--- src/rtl/video_timing_gen.sv ---
// Raster timing generator for the HDMI path: h/v counters, fetch address stream,
// and sync/VDE delayed by LAT cycles to line up with pixel-source read data.
module video_timing_gen #(
  parameter int unsigned H_ACTIVE = 640,
  parameter int unsigned H_FP     = 16,
  parameter int unsigned H_SYNC   = 96,
  parameter int unsigned H_BP     = 48,
  parameter int unsigned V_ACTIVE = 480,
  parameter int unsigned V_FP     = 10,
  parameter int unsigned V_SYNC   = 2,
  parameter int unsigned V_BP     = 33,
  parameter bit          HS_POL   = 1'b0,
  parameter bit          VS_POL   = 1'b0,
  parameter int unsigned LAT      = 2
) (
  input  logic       pixclk,
  input  logic       reset_n,
  input  logic       en,
  output logic [9:0] pix_x,
  output logic [9:0] pix_y,
  output logic       fetch_valid,
  output logic       line_start,
  output logic       frame_start,
  output logic       hSync_o,
  output logic       vSync_o,
  output logic       VDEn_o
);

  localparam int unsigned CW      = 11;
  localparam int unsigned H_TOTAL = H_ACTIVE + H_FP + H_SYNC + H_BP;
  localparam int unsigned V_TOTAL = V_ACTIVE + V_FP + V_SYNC + V_BP;

  localparam logic [CW-1:0] H_LAST   = CW'(H_TOTAL - 1);
  localparam logic [CW-1:0] V_LAST   = CW'(V_TOTAL - 1);
  localparam logic [CW-1:0] H_ACT_C  = CW'(H_ACTIVE);
  localparam logic [CW-1:0] V_ACT_C  = CW'(V_ACTIVE);
  localparam logic [CW-1:0] HS_START = CW'(H_ACTIVE + H_FP);
  localparam logic [CW-1:0] HS_END   = CW'(H_ACTIVE + H_FP + H_SYNC);
  localparam logic [CW-1:0] VS_START = CW'(V_ACTIVE + V_FP);
  localparam logic [CW-1:0] VS_END   = CW'(V_ACTIVE + V_FP + V_SYNC);

  logic [CW-1:0]  h_cnt;
  logic [CW-1:0]  v_cnt;
  logic           active_c;
  logic           hs_c;
  logic           vs_c;
  logic           s0_hs;
  logic           s0_vs;
  logic           hs_lvl_c;
  logic           vs_lvl_c;
  logic [LAT-1:0] hs_dly;
  logic [LAT-1:0] vs_dly;
  logic [LAT-1:0] de_dly;

  // Raster decode of the current count
  always_comb begin
    active_c = (h_cnt < H_ACT_C) && (v_cnt < V_ACT_C);
    hs_c     = (h_cnt >= HS_START) && (h_cnt < HS_END);
    vs_c     = (v_cnt >= VS_START) && (v_cnt < VS_END);
    hs_lvl_c = s0_hs ? HS_POL : ~HS_POL;
    vs_lvl_c = s0_vs ? VS_POL : ~VS_POL;
  end

  // Horizontal/vertical counters; hold while disabled
  always_ff @(posedge pixclk or negedge reset_n) begin
    if (!reset_n) begin
      h_cnt <= '0;
      v_cnt <= '0;
    end else if (en) begin
      if (h_cnt == H_LAST) begin
        h_cnt <= '0;
        v_cnt <= (v_cnt == V_LAST) ? '0 : v_cnt + CW'(1);
      end else begin
        h_cnt <= h_cnt + CW'(1);
      end
    end
  end

  // Stage 0: decoded timing, blanked on disabled edges so each count is emitted once
  always_ff @(posedge pixclk or negedge reset_n) begin
    if (!reset_n) begin
      pix_x       <= '0;
      pix_y       <= '0;
      fetch_valid <= 1'b0;
      line_start  <= 1'b0;
      frame_start <= 1'b0;
      s0_hs       <= 1'b0;
      s0_vs       <= 1'b0;
    end else if (en) begin
      pix_x       <= h_cnt[9:0];
      pix_y       <= v_cnt[9:0];
      fetch_valid <= active_c;
      line_start  <= (h_cnt == '0);
      frame_start <= (h_cnt == '0) && (v_cnt == '0);
      s0_hs       <= hs_c;
      s0_vs       <= vs_c;
    end else begin
      fetch_valid <= 1'b0;
      line_start  <= 1'b0;
      frame_start <= 1'b0;
      s0_hs       <= 1'b0;
      s0_vs       <= 1'b0;
    end
  end

  // Delay line matching pixel-source latency; holds polarity-applied levels
  always_ff @(posedge pixclk or negedge reset_n) begin
    if (!reset_n) begin
      hs_dly <= {LAT{~HS_POL}};
      vs_dly <= {LAT{~VS_POL}};
      de_dly <= '0;
    end else begin
      hs_dly <= (hs_dly << 1) | LAT'(hs_lvl_c);
      vs_dly <= (vs_dly << 1) | LAT'(vs_lvl_c);
      de_dly <= (de_dly << 1) | LAT'(fetch_valid);
    end
  end

  assign hSync_o = hs_dly[LAT-1];
  assign vSync_o = vs_dly[LAT-1];
  assign VDEn_o  = de_dly[LAT-1];

endmodule
--- config.mk ---
export PLATFORM = sky130hd
export DESIGN_NAME = video_timing_gen
export DESIGN_NICKNAME = d
export VERILOG_FILES = /design/src/rtl/video_timing_gen.sv
export SDC_FILE = /design/constraint.sdc
export NUM_CORES = 1
export LEC_CHECK = 0
export CAP_MARGIN = 15
export CORE_ASPECT_RATIO = 0.6
export CORE_UTILIZATION = 56
export CTS_CLUSTER_DIAMETER = 50
export CTS_CLUSTER_SIZE = 10
export DETAILED_ROUTE_END_ITERATION = 6
export GPL_TIMING_DRIVEN = 1
export PLACE_DENSITY_LB_ADDON = 0.08
export SYNTH_ARGS = -nofsm -noshare
export SYNTH_HDL_FRONTEND = slang
export SYNTH_SLANG_ARGS = --single-unit
--- constraint.sdc ---
create_clock -name pixclk -period 3 [get_ports pixclk]
set_input_delay 0.3 -clock pixclk [delete_from_list [all_inputs] [get_ports pixclk]]
set_output_delay 0.3 -clock pixclk [all_outputs]
set_load 0.01 [all_outputs]
Word-level counts from Yosys, hierarchy flattened:

Cells that the tools add are included.

* register bits: 53
* output and inout port bits: 26
* logic and storage cells: 41

* add/subtract/negate cells: 2
* $lt $le $gt $ge: 6
* equality and inequality tests: 2
* mux-type cells: 9
* bitwise logic cells: 3
* reductions and logical operators: 7

Operator list (count)
* 11-bit by 1-bit adder with 11-bit output (second input constant): 2
* 11-bit by 10-bit == test with 1-bit output (second input constant): 2
* 11-bit zero test: 2
* 11-bit by 10-bit less-than comparator with 1-bit output (second input constant): 2
* 11-bit by 9-bit less-than comparator with 1-bit output (second input constant): 2
* 11-bit 2-to-1 mux: 2
* 11-bit by 10-bit >= comparator with 1-bit output (second input constant): 1
* 11-bit by 9-bit >= comparator with 1-bit output (second input constant): 1
* 1-bit 2-to-1 mux: 7
* 2-bit by 1-bit bitwise OR with 2-bit output: 3
* 1-bit logical AND: 4
* 2-bit AND reduction: 1

Depth between registers and ports, before layout:

Gate-level depths: netlist of run 1.

* depth after elaboration: 3
* gate-level depth with buffers: 7
* mapped depth without buffers: 6

Worst setup path after synthesis of run 1:

OpenSTA, ideal clock, no wires.

* kind: flip-flop to flip-flop
* from: reg h_cnt[7]
* to: reg v_cnt[10]
* setup time: 127 ps
* arrival time: 1598 ps
* path slack: 1275 ps
* cell stages (with the launch flop): 6
* path buffers: 1
* period minus slack after synthesis: 1725 ps
* path through: dfrtp_1 buf_6 or3b_4 nor4_4 nand4_1 mux2_1

* longest elaborated chain between the ends: 2

RTL lines
* start, declared: RTL line 42 `logic [CW-1:0] h_cnt;`
* start signal, assigned: RTL line 74 `h_cnt <= h_cnt + CW'(1);`
* 11-bit by 10-bit == test with 1-bit output: RTL line 70 `if (h_cnt == H_LAST) begin`
* 2-bit AND reduction (no line)
* end signal, assigned: RTL line 72 `v_cnt <= (v_cnt == V_LAST) ? '0 : v_cnt + CW'(1);`
* end, declared: RTL line 43 `logic [CW-1:0] v_cnt;`

Every way passes these cells.
A chain may end at the register's enable or synchronous reset.

Worst setup path in the final report of run 1:

* from: reg v_cnt[5]
* to: reg v_cnt[8]

* longest elaborated chain between the ends: 2

RTL lines (RTL line)
* 11-bit by 1-bit adder with 11-bit output / 11-bit by 10-bit == test with 1-bit output (equally long branches): 72
* 11-bit 2-to-1 mux *: 72

Mark *: on every way between the ends. The rest lies on a longest branch, timed or not.

==> metrics.txt, run 1 <==
Port Buffers=28; Leak Pwr=0.001240 uW; total grt overflow=0; Max Cap Viol=0; initial antenna violation count=0; Detail Route Antenna Nets=0; Die Width=87.37 um; Iter 0 DRT Violations=213; TNS Setup=0 ps; average size of a mapped cell=11.44 um^2; number of remaining DRC errors=0; post-synthesis sequential area ratio=54.37%; Post-synth ARST share=100.0%; RSZ-0062 raised after global routing=no; worst skew pair latency=300 ps; most used flip-flop cell after synthesis=dfrtp_1; Slew Viols, Final=0; Setup-failing EPs final=0; total CTS buffers=5; Final Hold Fails=0; status=completed; crit path max fanout=14; DR pass1 iterations=5; number of flops mapped to enable cells by yosys=0; final period utilization=71.01%; Net count, final=248; Synthesis Warnings=0; Post-Syn Instances=214; ANT cells=0; Slew HR=48.97%; layout cell share with drive strength beyond 1=16.94%; Post-CTS Hold Buffers=0; Post-CTS Repair Setup Buffers=0; die height=53.22 um; worst setup path startpoint=v_cnt[5]$_DFFE_PN0P_; Mapped Nets=221; Worst-path clk slew=90 ps; # clock sinks=53; gp weighted congestion=0.9095; largest net degree at the start of global routing=37; FILL cells=316; Die ar.=0.004650 mm^2; # resized after CTS=0; number of global-route vias before repair=1544; vias per cell=5.735; area leader, netlist=dfrtp_1; DPL Wire Length=3406 um; Critical Path AT=2310 ps; first-pass GRT wire length=7693 um; # rows=18; H-Tree Depth=2; Design Power=1720 uW; Power Density=596.0 mW/mm^2; Reg area=0.001331 mm^2; Initial Util=59.09%; min Tclk post-route=2130 ps; crit start category=register; Crit. End Element=register; Hold Crit Class=input port to asynchronous set/reset pin; via count=1732; CTS tree=done; GR Util All Layers=23.46%; worst vdd ir=536.9 uV; kind of critical path=register to register; final wirelength=4753 um; clock buffer depth=2; clk_skew=4.989 ps; synth top area cells=dfrtp_1 50%, mux2_2 8.7%, dfstp_2 4.3%; core area=0.004144 mm^2; #FFs+latches synth=53; top-level I/O count=29; CP required=3180 ps; fmax=469.4 MHz; Post-Syn Area=0.002449 mm^2; DR WL/cell=15.74 um; Synth top area share=50.08%; synth unique cells=46; Worst Tran Pin Value=765.4 ps; root buffer cell=clkbuf_8; worst r2r src=v_cnt[5]$_DFFE_PN0P_; area grow syn2layout=17.83%; Multi-input gate area=0.001027 mm^2
## metal layers
metal	vias to the layer above	global-route usage [%]	part of all wire (%)	routed length, um
li1	816	-	-	-
met1	838	34.45	50	2363
met2	76	33.33	43	2042
met3	2	7.956	7.2	343
met4	0	5.191	0.063	3
met5	-	0	0	0
## cells in the mapped netlist, types with 2 or more instances
cell type and instances:
nand4_1 4, nor2_1 8, nand4b_1 2, xnor2_1 4, nand3_1 15, or4_1 2, nand3b_1 2, o21ai_0 9
or3_1 3, a31oi_1 2, buf_1 2, and4_1 3, nand2_1 12, buf_2 2, mux2i_1 5, nor2b_1 2
ha_1 4, mux2_2 19, dfrtp_1 49, and3_1 6, and2_1 3, nor3_1 7, inv_1 10, a21oi_1 7
xor2_1 4, dfstp_2 4, clkbuf_1 5
## cell usage in the layout, fill, tap and decap left out, types with 2 or more instances in the layout
| cell | synthesis | routed |
|---|---|---|
| nand4b_1 | 2 | 2 |
| and3_1 | 6 | 6 |
| xor2_1 | 4 | 4 |
| xnor2_1 | 4 | 4 |
| dfrtp_1 | 49 | 49 |
| nand2_1 | 12 | 12 |
| clkdlybuf4s50_1 | 0 | 27 |
| or3_1 | 3 | 3 |
| mux2i_1 | 5 | 5 |
| buf_4 | 0 | 3 |
| mux2_2 | 19 | 19 |
| a21oi_1 | 7 | 7 |
| o21ai_0 | 9 | 9 |
| dfstp_2 | 4 | 4 |
| nor2_1 | 8 | 8 |
| or4_1 | 2 | 2 |
| nand3b_1 | 2 | 2 |
| nor2b_1 | 2 | 2 |
| clkbuf_8 | 0 | 6 |
| and2_1 | 3 | 3 |
| nand3_1 | 15 | 15 |
| nand4_1 | 4 | 4 |
| inv_1 | 10 | 10 |
| and4_1 | 3 | 3 |
| a31oi_1 | 2 | 2 |
| nor3_1 | 7 | 7 |
| ha_1 | 4 | 4 |
## cell type report
class                           count  share of cell area, %
Clock buffer                        7                  2.992
Clock inverter                      1                  1.041
Inverter                           10                  1.301
Multi-Input combinational cell    140                  35.60
Sequential cell                    53                  46.14
Tap cell                           60                  2.602
Timing Repair Buffer               31                  10.32
## metrics by stage
| step | area, um^2 | std cells | setup WS (ps) | util [%] | hold WS [ps] |
|---|---|---|---|---|---|
| 2_1_floorplan | 2449 | 214 | 1275 | - | 4.409 |
| 3_3_place_gp | 2769 | 294 | 830.1 | 66.82 | 340.0 |
| 3_5_place_dp | 2769 | 294 | 755.8 | 66.82 | 343.5 |
| 4_1_cts | 2885 | 302 | 898.1 | 69.63 | 83.35 |
| 5_1_grt | 2885 | 302 | 748.9 | 69.63 | 118.6 |
| 6_report | 2885 | 302 | 869.8 | 69.63 | 65.14 |
## critical path, cell delays in order, from the launching register on
cell	delay, ps
dfrtp_1	500
nor4_1	580
nand3_1	550
a21oi_1	290
mux2i_1	100
## flip-flops by register name, summed over array words and instances (netlist names)
name and cells:
h_cnt 11, v_cnt 11, pix_x 10, pix_y 10, de_dly 2, hs_dly 2, vs_dly 2, fetch_valid 1
frame_start 1, line_start 1, s0_hs 1, s0_vs 1
## report_power, final
part | total (uW) | internal (uW) | switching [uW]
clock | 487 | 272 | 215
sequential | 890 | 796 | 93.9
combinational | 343 | 182 | 161
total | 1720 | 1250 | 470
## final timing paths
| path | endpoint | slack (ps) | cells past startpoint |
|---|---|---|---|
| worst max-delay path | v_cnt[8]$_DFFE_PN0P_ | 870 | 4 |
| worst min-delay path | pix_y[7]$_DFFE_PN0P_ | 70 | 1 |
| worst max register to register | v_cnt[8]$_DFFE_PN0P_ | 870 | 4 |
| worst min register to register | vs_dly[1]$_DFF_PN1_ | 360 | 0 |
| max in group asynchronous | v_cnt[0]$_DFFE_PN0P_ | 2200 | 2 |
| min in group pixclk | vs_dly[1]$_DFF_PN1_ | 360 | 0 |
## cells by family after synthesis
family	share of synthesized area, %
compound gates	4.292
xor+xnor	2.861
fa+ha+maj	2.044
buf+inv	3.679
flops	54.37
mux	11.24
simple gates	21.51
No activity file was read; power rests on OpenSTA's default activity.
==> run 2: changes to the inputs <==
Settings changed: CORE_UTILIZATION 56 to 50.
Clock period 3 ns to 1.8 ns, I/O delays scaled along.
==> run 2 against run 1 <==
Effect of this change: die area increased by 12%; utilization down 4.0 points; combinational power grew 120%; final cell count grew 7.9%; clock skew down 1.4 ps; maximum frequency increased by 24%; first-iteration DRC count decreased by 11%; total power increased by 64%; critical path depth increased by 2; highest routed layer unchanged.
==> metrics.txt, run 2 (same netlist as run 1, synthesis figures left out) <==
Regs by FF count=h_cnt (11), v_cnt (11); gp weighted congestion=0.9193 (+1.1%); H-Tree Depth=2 (unchanged); final core utilization=65.67% (-4.0 points); final period utilization=95.15% (+24 points); Hold Crit Class=register to register; clock buffer depth=2 (unchanged); kind of critical path=register to register; first-pass GRT wire length=8376 um (+8.9%); Setup-failing EPs final=0 (unchanged); top-level I/O count=29 (unchanged); worst stage delay on the critical path=420 ps (-160 ps); root buffer cell=clkbuf_8; Reg area=0.001331 mm^2 (unchanged); Worst Tran Pin Value=533.8 ps (-231.7 ps); ANT cells=0 (unchanged); core area=0.004636 mm^2 (+12%); CP required=1990 ps (-1190 ps); setup ws final=87.25 ps (-782.5 ps); total CTS buffers=5 (unchanged); worst vdd ir=489.4 uV (-8.8%); final std cells w/o fill=326 (+7.9%); Worst-path clk slew=90 ps (about the same); fmax=583.9 MHz (+24%); CP cell instances=ha_4, nand4_4, buf_4, nor4_4, nand4_1, mux2_1; Crit. End Element=register; crit start category=register; Power Density=923.7 mW/mm^2 (+55%); # rows=19 (+1); Internal=1998 uW (+60%); status=completed; Switch Pwr=814.1 uW (+73%); commonest non-fill, non-tap cell in the layout=dfrtp_1; Detail Route Antenna Nets=0 (unchanged); Net count, final=269 (+8.5%); via count=1833 (+5.8%); clk_skew=3.552 ps (-1.436 ps); Slew HR=64.42% (+15 points); dpl cells=317 (+7.8%); dpl ws=-53.14 ps (-808.9 ps); die height=56.21 um (+5.6%); Leak Pwr=0.001332 uW (+7.4%); final wirelength=5031 um (+5.8%); largest net degree at the start of global routing=31 (-16%); DR pass1 iterations=4 (-1); sequential share of power=50.7% (-1.0 points); Slowest cell on crit path=dfrtp_1; Initial Util=52.82% (-6.3 points); layout cell share with drive strength beyond 1=23.57% (+6.6 points); number of remaining DRC errors=0 (unchanged); Critical Path AT=1900 ps (-410 ps); switching share of power=28.95% (+1.6 points); number of global-route vias before repair=1698 (+10%); GR Util All Layers=21.16% (-2.3 points); Slew Viols, Final=0 (unchanged); Port Buffers=28 (unchanged); Die ar.=0.005190 mm^2 (+12%); min Tclk post-route=1713 ps (-417.5 ps); Fin Hold WS=354.9 ps (+289.7 ps); Multi-input gate area=0.001046 mm^2 (+1.8%); DPL Wire Length=3686 um (+8.2%); delay-heaviest family, CP=simple AND/OR/NAND/NOR gates; Post-CTS Repair Setup Buffers=0 (unchanged); # clock sinks=53 (unchanged); initial antenna violation count=0 (unchanged); Iter 0 DRT Violations=189 (-11%); vias per cell=5.623 (-2.0%); CTS tree=done; Max Cap Viol=0 (unchanged); Bufs and invs on worst path=1 (+1); most frequent cells in the layout=49 x dfrtp_1, 27 x clkdlybuf4s50_1, 22 x buf_4; Die Width=92.35 um (+5.7%); Comb pwr share=26.7% (+6.8 points); FILL cells=383 (+21%); clock share of power=22.6% (-5.7 points); total grt overflow=0 (unchanged); worst skew pair latency=300 ps (about the same); Design Power=2812 uW (+64%); DR WL/cell=15.43 um (-1.9%); Final Hold Fails=0 (unchanged); crit path max fanout=4 (-10); area grow syn2layout=24.32%
run 2: power by group through the flow:
stage | Combinational (uW) | Clock (uW) | Sequential, uW
global route | 815 | 697 | 1450
CTS | 740 | 651 | 1420
global placement | 718 | 0 | 1430
floorplan | 332 | 0 | 1480
finish | 751 | 634 | 1430
detailed placement | 735 | 0 | 1440
run 2: cell type report:
| class | instances | area share [%] |
|---|---|---|
| tap | 63 | 2.589 |
| sequential | 53 | 43.73 |
| multi-input combinational | 140 | 34.36 |
| timing repair buffer | 52 | 15.45 |
| clock buffer | 8 | 2.630 |
| inverter | 10 | 1.233 |
run 2: timing repair:
item | CTS | global route
hold buffers | 1 | 0
hold endpoints to repair | 19 | 0
endpoints found under the setup margin | 0 | 8
resized for setup | 0 | 4
run 2: metrics by stage:
step,TNS [ps],instance area (um^2)
finish,0,3044
global route,-20.58,3044
CTS,0,3025
detailed placement,-223.0,2935
global placement,-0.09082,2935
floorplan,0,2449
run 2: routing by layer:
layer,GRT usage (%),routed length (um)
met5,0,0
met4,7.366,65
met3,5.328,351
met2,28.99,2140
met1,32.34,2474
run 2: worst paths after layout:
| kind | depth (start not counted) | end | slack (ps) | startpoint |
|---|---|---|---|---|
| max in group asynchronous | 3 | pix_x[9]$_DFFE_PN0P_ | 870 | reset_n |
| hold reg to reg | 1 | vs_dly[0]$_DFF_PN1_ | 350 | s0_vs$_DFF_PN0_ |
| setup reg to reg | 6 | v_cnt[10]$_DFFE_PN0P_ | 90 | h_cnt[0]$_DFFE_PN0P_ |
| setup / recovery | 6 | v_cnt[10]$_DFFE_PN0P_ | 90 | h_cnt[0]$_DFFE_PN0P_ |
| min in group asynchronous | 2 | pix_y[7]$_DFFE_PN0P_ | 400 | reset_n |
| hold / removal | 1 | vs_dly[0]$_DFF_PN1_ | 350 | s0_vs$_DFF_PN0_ |
==> run 3: changes to the inputs <==
Settings changed: CORE_UTILIZATION 50 to 46.
==> run 3 against run 2 <==
Effect of this change: clock-buffer cell count decreased by 2; non-clock buffer count increased by 3; utilization decreased by 5.3 points; first-iteration DRC count decreased by 16%.
==> metrics.txt, run 3 (same netlist as run 1, synthesis figures left out) <==
core area=0.005080 mm^2 (+9.6%); DR WL/cell=15.60 um (+1.1%); die height=58.52 um (+4.1%); Detail Route Antenna Nets=0 (unchanged); min Tclk post-route=1759 ps (+46.40 ps); most frequent cells in the layout=48 x dfrtp_1, 27 x clkdlybuf4s50_1, 25 x buf_4; DR pass1 iterations=5 (+1); CP required=1990 ps (about the same); Crit. End Element=register; DPL Wire Length=3685 um (about the same); Fin Hold WS=356.0 ps (+1.121 ps); number of remaining DRC errors=0 (unchanged); Hold Crit Class=register to register; Die Width=96.19 um (+4.2%); via count=1805 (-1.5%); worst vdd ir=519.0 uV (+6.1%); RSZ-0062 raised after global routing=yes; crit path max fanout=4 (unchanged); clk_skew=8.089 ps (+4.537 ps); crit start category=register; Port Buffers=28 (unchanged); commonest non-fill, non-tap cell in the layout=dfrtp_1; clock buffer depth=2 (unchanged); layout cell share with drive strength beyond 1=25.94% (+2.4 points); vias per cell=5.437 (-3.3%); ANT cells=0 (unchanged); total grt overflow=0 (unchanged); root buffer cell=clkbuf_8; final wirelength=5178 um (+2.9%); worst skew pair latency=300 ps (about the same); Die ar.=0.005629 mm^2 (+8.4%); Regs by FF count=h_cnt (11), v_cnt (11); Iter 0 DRT Violations=159 (-16%); # clock sinks=53 (unchanged); Final Hold Fails=0 (unchanged); Power Density=910.7 mW/mm^2 (-1.4%); top-level I/O count=29 (unchanged); Setup-failing EPs final=0 (unchanged); gp weighted congestion=0.8883 (-3.4%); largest net degree at the start of global routing=32 (+3.2%); Critical Path AT=1950 ps (+50 ps); Net count, final=272 (+1.1%); status=completed; H-Tree Depth=2 (unchanged); number of global-route vias before repair=1782 (+4.9%); fmax=568.5 MHz (-2.6%); area grow syn2layout=25.29%; Design Power=2794 uW (-0.64%); final period utilization=97.73% (+2.6 points); Slew Viols, Final=0 (unchanged); # rows=20 (+1); GR Util All Layers=20.86% (-0.31 points); total CTS buffers=5 (unchanged); Max Cap Viol=0 (unchanged); Initial Util=48.20% (-4.6 points); CTS tree=done; Worst-path clk slew=90 ps (about the same); initial antenna violation count=0 (unchanged); Slew HR=65.78% (+1.4 points); kind of critical path=register to register; first-pass GRT wire length=8818 um (+5.3%); Worst Tran Pin Value=513.4 ps (-20.40 ps); Leak Pwr=0.001354 uW (+1.6%)
[run 3: cell types whose count changed in the layout (fill, tap and decap cells not counted)]
cell and delta:
dfrtp_1 -1, dfrtp_2 +1, clkbuf_1 -2, ha_2 +1
clkinv_2 +2, mux2_4 +1, buf_4 +3, ha_4 -1
mux2_1 -1
[run 3: layout make-up]
cell class / count / area (um^2)
flip-flops and latches: 53 / 1333
multi-input cells: 140 / 1040
well taps: 66 / 82.58
clock buffers: 6 / 72.57
repair buffers: 55 / 493.0
inverters: 10 / 37.54
fillers: 402 / 2012
clock inverters: 2 / 10.01
[run 3: where the power goes]
| group | switching, uW | internal, uW |
|---|---|---|
| Sequential | 92.1 | 1330 |
| Combinational | 350 | 382 |
| Clock | 372 | 271 |
| Total | 814 | 1980 |
[run 3: what timing repair did]
action	in CTS	in global routing
gates resized for setup	0	5
hold buffers	1	0
hold endpoints to repair	18	0
endpoints found under the setup margin	0	8
buffers inserted	0	4
[run 3: worst max-delay path, cell delays in order, from the launching register on]
cell and delay [ps]:
dfrtp_1 440, or3b_4 430, nor4_4 280, nand4_1 170, mux2_4 330
[run 3: layer usage]
layer  vias up  part of all wire [%]  track usage (%)
met3         2                   6.1            4.910
met4         0                  0.27            4.051
met2        58                    44            30.50
met1       880                    50            31.79
li1        865                     -                -
met5         -                     0                0
[run 3: worst paths after layout]
check	start	end	slack (ps)	cells past startpoint
min in group asynchronous	reset_n	s0_vs$_DFF_PN0_	380	2
max in group asynchronous	reset_n	h_cnt[10]$_DFFE_PN0P_	870	3
hold reg to reg	s0_vs$_DFF_PN0_	vs_dly[0]$_DFF_PN1_	360	1
setup reg to reg	h_cnt[7]$_DFFE_PN0P_	v_cnt[10]$_DFFE_PN0P_	40	4
hold / removal	s0_vs$_DFF_PN0_	vs_dly[0]$_DFF_PN1_	360	1
setup / recovery	h_cnt[7]$_DFFE_PN0P_	v_cnt[10]$_DFFE_PN0P_	40	4
[run 3: metrics by stage]
stage | instance area, um^2 | setup TNS [ps] | util, % | std cells | worst slack, ps
after global placement | 2932 | -45.57 | 57.71 | 319 | -12.06
after global routing | 3068 | -52.51 | 60.39 | 332 | -52.51
final | 3068 | 0 | 60.39 | 332 | 40.85
after detailed placement | 2932 | -250.9 | 57.71 | 319 | -56.51
after CTS | 3024 | 0 | 59.53 | 328 | 33.91
after floorplan | 2449 | 0 | - | 214 | 74.51
